### src/rtl/glitc_scaler_readout_scheduler.sv
// Update/readout sequencer for the dual trigger scaler blocks: strobes the
// scaler latch, waits out the latch latency, then streams every scaler word.
module glitc_scaler_readout_scheduler #(
    parameter int NUM_PAIRS   = 4,
    parameter int PERIOD_W    = 28,
    parameter int LATCH_DELAY = 4
) (
    input  logic                clk_i,
    input  logic                rst_i,
    input  logic [PERIOD_W-1:0] period_i,
    input  logic                force_i,
    input  logic                clear_i,
    output logic                update_o,
    output logic [7:0]          sel_o,
    input  logic [23:0]         scaler_i,
    output logic [31:0]         data_o,
    output logic                valid_o,
    input  logic                ready_i,
    output logic                busy_o,
    output logic                overflow_o
);

    localparam int NUM_WORDS = 2 * NUM_PAIRS;
    localparam logic [7:0] LAST_IDX = 8'(NUM_WORDS - 1);
    localparam int WAIT_W = (LATCH_DELAY > 1) ? $clog2(LATCH_DELAY) : 1;
    localparam logic [WAIT_W-1:0] WAIT_LOAD = WAIT_W'((LATCH_DELAY > 0) ? (LATCH_DELAY - 1) : 0);
    localparam logic [WAIT_W-1:0] WAIT_ZERO = WAIT_W'(0);
    localparam logic [WAIT_W-1:0] WAIT_ONE  = WAIT_W'(1);
    localparam logic [PERIOD_W-1:0] PERIOD_ZERO = PERIOD_W'(0);
    localparam logic [PERIOD_W-1:0] PERIOD_ONE  = PERIOD_W'(1);

    typedef enum logic [2:0] {
        ST_IDLE    = 3'd0,
        ST_UPDATE  = 3'd1,
        ST_WAIT    = 3'd2,
        ST_SELECT  = 3'd3,
        ST_PRESENT = 3'd4
    } state_t;

    state_t                state_r;
    logic [PERIOD_W-1:0]   period_cnt_r;
    logic [WAIT_W-1:0]     wait_cnt_r;
    logic [7:0]            idx_r;
    logic                  timer_fire_s;
    logic                  trigger_s;
    logic                  drop_s;

    // Trigger decode: timer and force merge into a single request.
    always_comb begin
        timer_fire_s = 1'b0;
        if ((period_cnt_r == PERIOD_ONE) && (period_i != PERIOD_ZERO)) begin
            timer_fire_s = 1'b1;
        end else begin
            timer_fire_s = 1'b0;
        end
        trigger_s = timer_fire_s | force_i;
        drop_s    = trigger_s & (state_r != ST_IDLE);
    end

    // Free-running period timer; a zero count picks up a newly enabled period.
    always_ff @(posedge clk_i) begin
        if (rst_i) begin
            period_cnt_r <= period_i;
        end else if (timer_fire_s || (period_cnt_r == PERIOD_ZERO)) begin
            period_cnt_r <= period_i;
        end else begin
            period_cnt_r <= period_cnt_r - PERIOD_ONE;
        end
    end

    // Sticky overrun flag; a drop in the same cycle beats the clear.
    always_ff @(posedge clk_i) begin
        if (rst_i) begin
            overflow_o <= 1'b0;
        end else if (drop_s) begin
            overflow_o <= 1'b1;
        end else if (clear_i) begin
            overflow_o <= 1'b0;
        end else begin
            overflow_o <= overflow_o;
        end
    end

    // Readout sequencer with registered stream outputs.
    always_ff @(posedge clk_i) begin
        if (rst_i) begin
            state_r    <= ST_IDLE;
            wait_cnt_r <= WAIT_ZERO;
            idx_r      <= 8'd0;
            update_o   <= 1'b0;
            data_o     <= 32'd0;
            valid_o    <= 1'b0;
            busy_o     <= 1'b0;
        end else begin
            update_o <= 1'b0;
            case (state_r)
                ST_IDLE: begin
                    if (trigger_s) begin
                        state_r  <= ST_UPDATE;
                        update_o <= 1'b1;
                        busy_o   <= 1'b1;
                        idx_r    <= 8'd0;
                    end else begin
                        busy_o <= 1'b0;
                    end
                end
                ST_UPDATE: begin
                    idx_r      <= 8'd0;
                    wait_cnt_r <= WAIT_LOAD;
                    if (LATCH_DELAY == 0) begin
                        state_r <= ST_SELECT;
                    end else begin
                        state_r <= ST_WAIT;
                    end
                end
                ST_WAIT: begin
                    if (wait_cnt_r == WAIT_ZERO) begin
                        state_r <= ST_SELECT;
                    end else begin
                        wait_cnt_r <= wait_cnt_r - WAIT_ONE;
                    end
                end
                ST_SELECT: begin
                    data_o  <= {idx_r, scaler_i};
                    valid_o <= 1'b1;
                    state_r <= ST_PRESENT;
                end
                ST_PRESENT: begin
                    // data_o and sel_o hold until the word is accepted.
                    if (ready_i) begin
                        valid_o <= 1'b0;
                        if (idx_r == LAST_IDX) begin
                            state_r <= ST_IDLE;
                            busy_o  <= 1'b0;
                            idx_r   <= 8'd0;
                        end else begin
                            state_r <= ST_SELECT;
                            idx_r   <= idx_r + 8'd1;
                        end
                    end else begin
                        state_r <= ST_PRESENT;
                    end
                end
                default: begin
                    state_r <= ST_IDLE;
                    valid_o <= 1'b0;
                    busy_o  <= 1'b0;
                    idx_r   <= 8'd0;
                end
            endcase
        end
    end

    assign sel_o = idx_r;

endmodule

### config.mk
export PLATFORM = sky130hd
export DESIGN_NAME = glitc_scaler_readout_scheduler
export DESIGN_NICKNAME = d
export VERILOG_FILES = /design/src/rtl/glitc_scaler_readout_scheduler.sv
export SDC_FILE = /design/constraint.sdc
export NUM_CORES = 1
export LEC_CHECK = 0
export CELL_PAD_IN_SITES_DETAIL_PLACEMENT = 0
export CELL_PAD_IN_SITES_GLOBAL_PLACEMENT = 1
export CORE_MARGIN = 8
export CORE_UTILIZATION = 25
export CTS_CLUSTER_SIZE = 12
export DETAILED_ROUTE_END_ITERATION = 8
export PLACE_DENSITY_LB_ADDON = 0.1
export SYNTH_ARGS = -nofsm -noshare
export SYNTH_HDL_FRONTEND = slang
export SYNTH_SLANG_ARGS = --single-unit
### constraint.sdc
create_clock -name clk_i -period 1.95 [get_ports clk_i]
set_input_delay 0.39 -clock clk_i [delete_from_list [all_inputs] [get_ports clk_i]]
set_output_delay 0.39 -clock clk_i [all_outputs]
set_load 0.02 [all_outputs]
# After elaboration in Yosys (flattened, before gate mapping)
# Cells that the tools add are included.
[word_totals] input_bits=57 regBits=77 word_cells=69
[classes] addsub=3 muxes=22 reduce_logical=18 eq_ne=11 bitwise=6
[ops] op="two-way mux 28 bit" count=2
[ops] op="== test 28 x 1 -> 1 bit (second input constant)" count=1
[ops] op="logical NOT 28 bit" count=1
[ops] op="nonzero test 28 bit" count=1
[ops] op="subtractor 28 x 1 -> 28 bit (second input constant)" count=1
[ops] op="two-way mux 8 bit" count=3
[ops] op="case mux 8 bit (3 select lines)" count=1
[ops] op="case mux 3 bit (5 select lines)" count=1
[ops] op="!= test 2 bit (second input constant)" count=5
[ops] op="two-way mux 3 bit" count=3
[ops] op="adder 8 x 1 -> 8 bit (second input constant)" count=1
[ops] op="== test 8 x 3 -> 1 bit (second input constant)" count=1
[ops] op="two-way mux 1 bit" count=7
[ops] op="== test 3 x 2 -> 1 bit (second input constant)" count=2
[ops] op="case mux 1 bit (3 select lines)" count=2
[ops] op="AND reduction 2 bit" count=3
[ops] op="AND reduction 3 bit" count=2
[ops] op="OR reduction 3 bit" count=2
[ops] op="two-way mux 2 bit" count=2
[ops] op="NOT 1 bit" count=4
[ops] op="case mux 2 bit (2 select lines)" count=1
[ops] op="nonzero test 2 bit" count=2
[ops] op="OR reduction 2 bit" count=2
[ops] op="== test 3 x 1 -> 1 bit (second input constant)" count=1
[ops] op="other kinds (9)" count=9

# Logic depth before layout (Yosys ltp)
[depth] word_depth=6 depth_mapped=7 depth_no_buf=7

# Worst setup path after synthesis
# No wires, ideal clock.
[synth_path] path_type="reg2reg" startpoint="register period_cnt_r[10]" endpoint="register period_cnt_r[11]" synth_period_minus_slack_ns=1.939 path_stages_with_launch=6 n_path_buf=0 setup_ns=0.121 arrival_ns=1.817 setup_slack_ns=0.011 path_cell_list="dfxtp_1 > nor4_2 > and4_1 > nand3_1 > o31ai_4 > mux2_4"
[synth_between] elab_chain_cells=6 elab_cells_between_ends=8 cone_classes="add/sub (1); eq/ne (1); mux (3); reduce/logical (3)"
[synth_rtl] item="from (decl)" line="41" source="logic [PERIOD_W-1:0] period_cnt_r;"
[synth_rtl] item="from (signal assigned)" line="63" source="period_cnt_r <= period_i;"
[synth_rtl] item="from (signal assigned)" line="65" source="period_cnt_r <= period_i;"
[synth_rtl] item="from (signal assigned)" line="67" source="period_cnt_r <= period_cnt_r - PERIOD_ONE;"
[synth_rtl] item="branches (longest 4 deep; another with subtractor 28 x 1 -> 28 bit)"
[synth_rtl] item="two-way mux 28 bit (*)" line="64" source="end else if (timer_fire_s || (period_cnt_r == PERIOD_ZERO)) begin"
[synth_rtl] item="two-way mux 28 bit (*)" line="62" source="if (rst_i) begin"
# Mark *: on every way between the ends.
# A chain may end at the register's enable or synchronous reset.

# Worst setup path after layout
[layout_path] startpoint="input period_i[15]" endpoint="register idx_r[5] (netlist: sel_o[5])"
[layout_between] elab_chain_cells=6
[layout_rtl] item="from (decl)" line="10" source="input logic [PERIOD_W-1:0] period_i,"
[layout_rtl] item="nonzero test 28 bit" line="51" source="if ((period_cnt_r == PERIOD_ONE) && (period_i != PERIOD_ZERO)) begin"
[layout_rtl] item="logical AND 1 bit" line="51"
[layout_rtl] item="two-way mux 1 bit" line="51"
[layout_rtl] item="bitwise OR 1 bit" line="56" source="trigger_s = timer_fire_s | force_i;"
[layout_rtl] item="!= test 2 bit (no source line)"
[layout_rtl] item="AND reduction 3 bit (no source line)"
[layout_rtl] item="to (signal assigned)" line="138" source="idx_r <= idx_r + 8'd1;"
[layout_rtl] item="to (decl)" line="43" source="logic [7:0] idx_r;"
# Every way passes these cells.

==> results.md <==
- Max Root-Sink Buffers: 2
- Commonest cells post-synth: nand2_1, dfxtp_1, a21oi_1
- Count leader, synth: nand2_1
- Max-Cap Viols: 0
- Via count: 3485
- Crit Path Category: primary input to register
- Die area: 18000 um^2
- VDD IR-drop max: 375 uV
- First-pass DRT Iterations: 5
- Num CTS Buffers: 9
- Number of synthesized register bits: 77
- Reg-to-Reg End: period_cnt_r[11]
- Syn Area/Cell: 8.13 um^2
- PwrDens: 786 nW/um^2
- Crit start category: primary input
- Placer Congestion: 0.741
- Primary FF master, synth: dfxtp_1
- Initial antenna violation count: 0
- Worst r2r src: period_cnt_r[25]
- DP Wirelength: 8160 um
- Worst hold path class: primary input to register
- Std-Cell Rows: 43
- Final setup margin: 0.0516 ns
- DP Cell Count: 767
- Worst R2R Path Depth: 7
- WP data arrival: 2.14 ns
- Area Growth Syn to Fin: 65.2%
- Clk_lat worst skew: 0.34 ns
- DR WL/cell: 13.7 um
- Layout cells sized above 1: 0.228
- Post-synthesis cell count: 428
- Worst slew margin: 0.763
- Post-layout util: 0.419
- Hold Crit Depth: 3
- IO Pins: 101
- Final Cell Area: 5750 um^2
- Layout Cells excl Fill: 786
- Post-Route WL: 10700 um
- Area after DPL: 5200 um^2
- Worst Path Required: 2.19 ns
- Worst Clk Skew: 0.00624 ns
- CTS Root Buffer Type: clkbuf_16
- Worst-Margin Slew: 0.356 ns
- Routed vias/inst: 4.43
- Residual DRC count: 0
- Post-synth EDFFs: 0
- Largest net degree at the start of global routing: 33
- Hold Crit Start: period_i[0]
- Clock tree sinks: 77
- Syn Nets: 490
- CTS tree: yes
- RSZ-0062 raised after global routing: yes
- Worst hold endpoint: period_cnt_r[0]
- Vias in the first global route: 3597
- Grt ovf: 0
- Chip height: 134 um
- Clock slew at reported path FFs: 0.06 ns
- ANT nets after route: 0
- Min Hold Slack: 0.352 ns
- Setup slack, reg-to-reg: 0.07 ns
- Pre-CTS WS: -0.562 ns
- Crit Path Max Fanout: 3
- Starting Density: 0.254
- Final Critical Period: 1.90 ns
- H-tree depth: 3
- Final nets: 663
- Number of port buffers: 100
- Yosys top cell by area: dfxtp_1
- Die W: 134 um
- Yosys top cell area share: 0.443
- Top post-synthesis cells by area: dfxtp_1, nand2_1, a21oi_1
- Slew Limit Fails: 0
- Gr usage total: 0.122
- Async set-reset flop share out of synthesis: 0
- Leak pwr: 2.19 nW
- Final Hold Fails: 0
- Status: completed
- Post-synthesis cell type count: 49
- Ys Warns: 0
- Total power: 4.52 mW
- Final period util: 0.974
- Setup_tns: 0 ns
- Post-Syn Area: 3480 um^2
- Core Region: 13700 um^2
- Setup Viol. Count Final: 0
- # diodes: 0
- First-pass GRT wire length: 17700 um
- Fmax: 527 MHz
- CP endpoint kind: register
- DR iter-0 viols: 126
- Post-synthesis sequential area ratio: 0.443
-- power breakdown --
group / leakage, nW / internal (mW) / switching (mW)
clock network: 0.152 / 1.09 / 0.656
registers: 0.633 / 1.69 / 0.0791
logic: 1.40 / 0.515 / 0.483
-- registers in the layout, indices dropped and copies added (netlist names), 2 cells and up --
| name | count |
|---|---|
| data_o | 32 |
| period_cnt_r | 28 |
| sel_o | 8 |
| state_r | 3 |
| wait_cnt_r | 2 |
-- placed cells by master, fill, tap and decap left out, types with 3 or more instances in the layout --
cell / synthesis / routed
or4_1: 4 / 4
clkbuf_16: 0 / 9
ha_1: 5 / 5
o21ai_0: 3 / 3
inv_1: 8 / 7
xor2_1: 13 / 13
dlygate4sd2_1: 0 / 15
o21ai_1: 28 / 27
nor2_1: 23 / 23
a21oi_1: 42 / 41
dfxtp_1: 77 / 75
nand4_1: 5 / 5
or3_1: 4 / 4
nor3_1: 12 / 10
clkbuf_8: 0 / 3
nor4_2: 1 / 10
nand3_1: 7 / 4
and3_1: 4 / 3
buf_6: 3 / 4
nand2_1: 109 / 108
nand3b_1: 4 / 4
buf_4: 2 / 76
clkdlybuf4s50_1: 0 / 77
xnor2_1: 13 / 13
nor4_4: 1 / 3
dlymetal6s2s_1: 0 / 7
-- cells by family (layout without fill, tap and decap cells) --
logic type,count (synthesis),count (layout),share of synthesized area
fa+ha+maj,5,5,0.0180
simple gates,197,197,0.268
xor+xnor,26,26,0.0654
buf+inv,28,206,0.0392
flops,77,77,0.443
mux,3,3,0.0104
compound gates,92,92,0.156
-- layout make-up --
type,count,area (um^2)
Clock buffer,13,270
Clock inverter,3,42.5
Fill cell,1416,7970
Inverter,8,30.0
Multi-Input combinational cell,323,1990
Sequential cell,77,1540
Tap cell,180,225
Timing Repair Buffer,182,1650
-- timing repair --
item / CTS / global route
gates resized for setup: 34 / 31
setup endpoints to repair: 40 / 32
pin swaps: 12 / 17
hold buffers: 0 / 0
buffers inserted: 1 / 2
-- routing by layer --
metal | vias up | GRT usage | share of wire
met5 | - | 0 | 0
met4 | 0 | 0.0611 | 0.021
met3 | 15 | 0.0348 | 0.053
met2 | 70 | 0.199 | 0.47
met1 | 1571 | 0.145 | 0.45
li1 | 1829 | - | -
-- worst max path at each step --
stage | from | end | slack [ns] | cells after the start
detailed placement | period_i[6] | sel_o[5] | -0.56 | 8
finish | period_i[15] | sel_o[5] | 0.05 | 8
global placement | period_i[6] | sel_o[3] | -0.50 | 7
global route | period_cnt_r[3] | period_cnt_r[17] | -0.04 | 7
floorplan | period_cnt_r[10] | period_cnt_r[11] | 0.01 | 5
CTS | ready_i | sel_o[5] | -0.02 | 7
-- worst max-delay path: stages --
cell and delay (ns):
clkdlybuf4s50_1 0.43, nor4_2 0.31, nand3_2 0.14, o21a_4 0.25, a31oi_4 0.22, buf_6 0.13
a21oi_1 0.03, o32ai_1 0.23
Power figures use the tool's default switching activity.
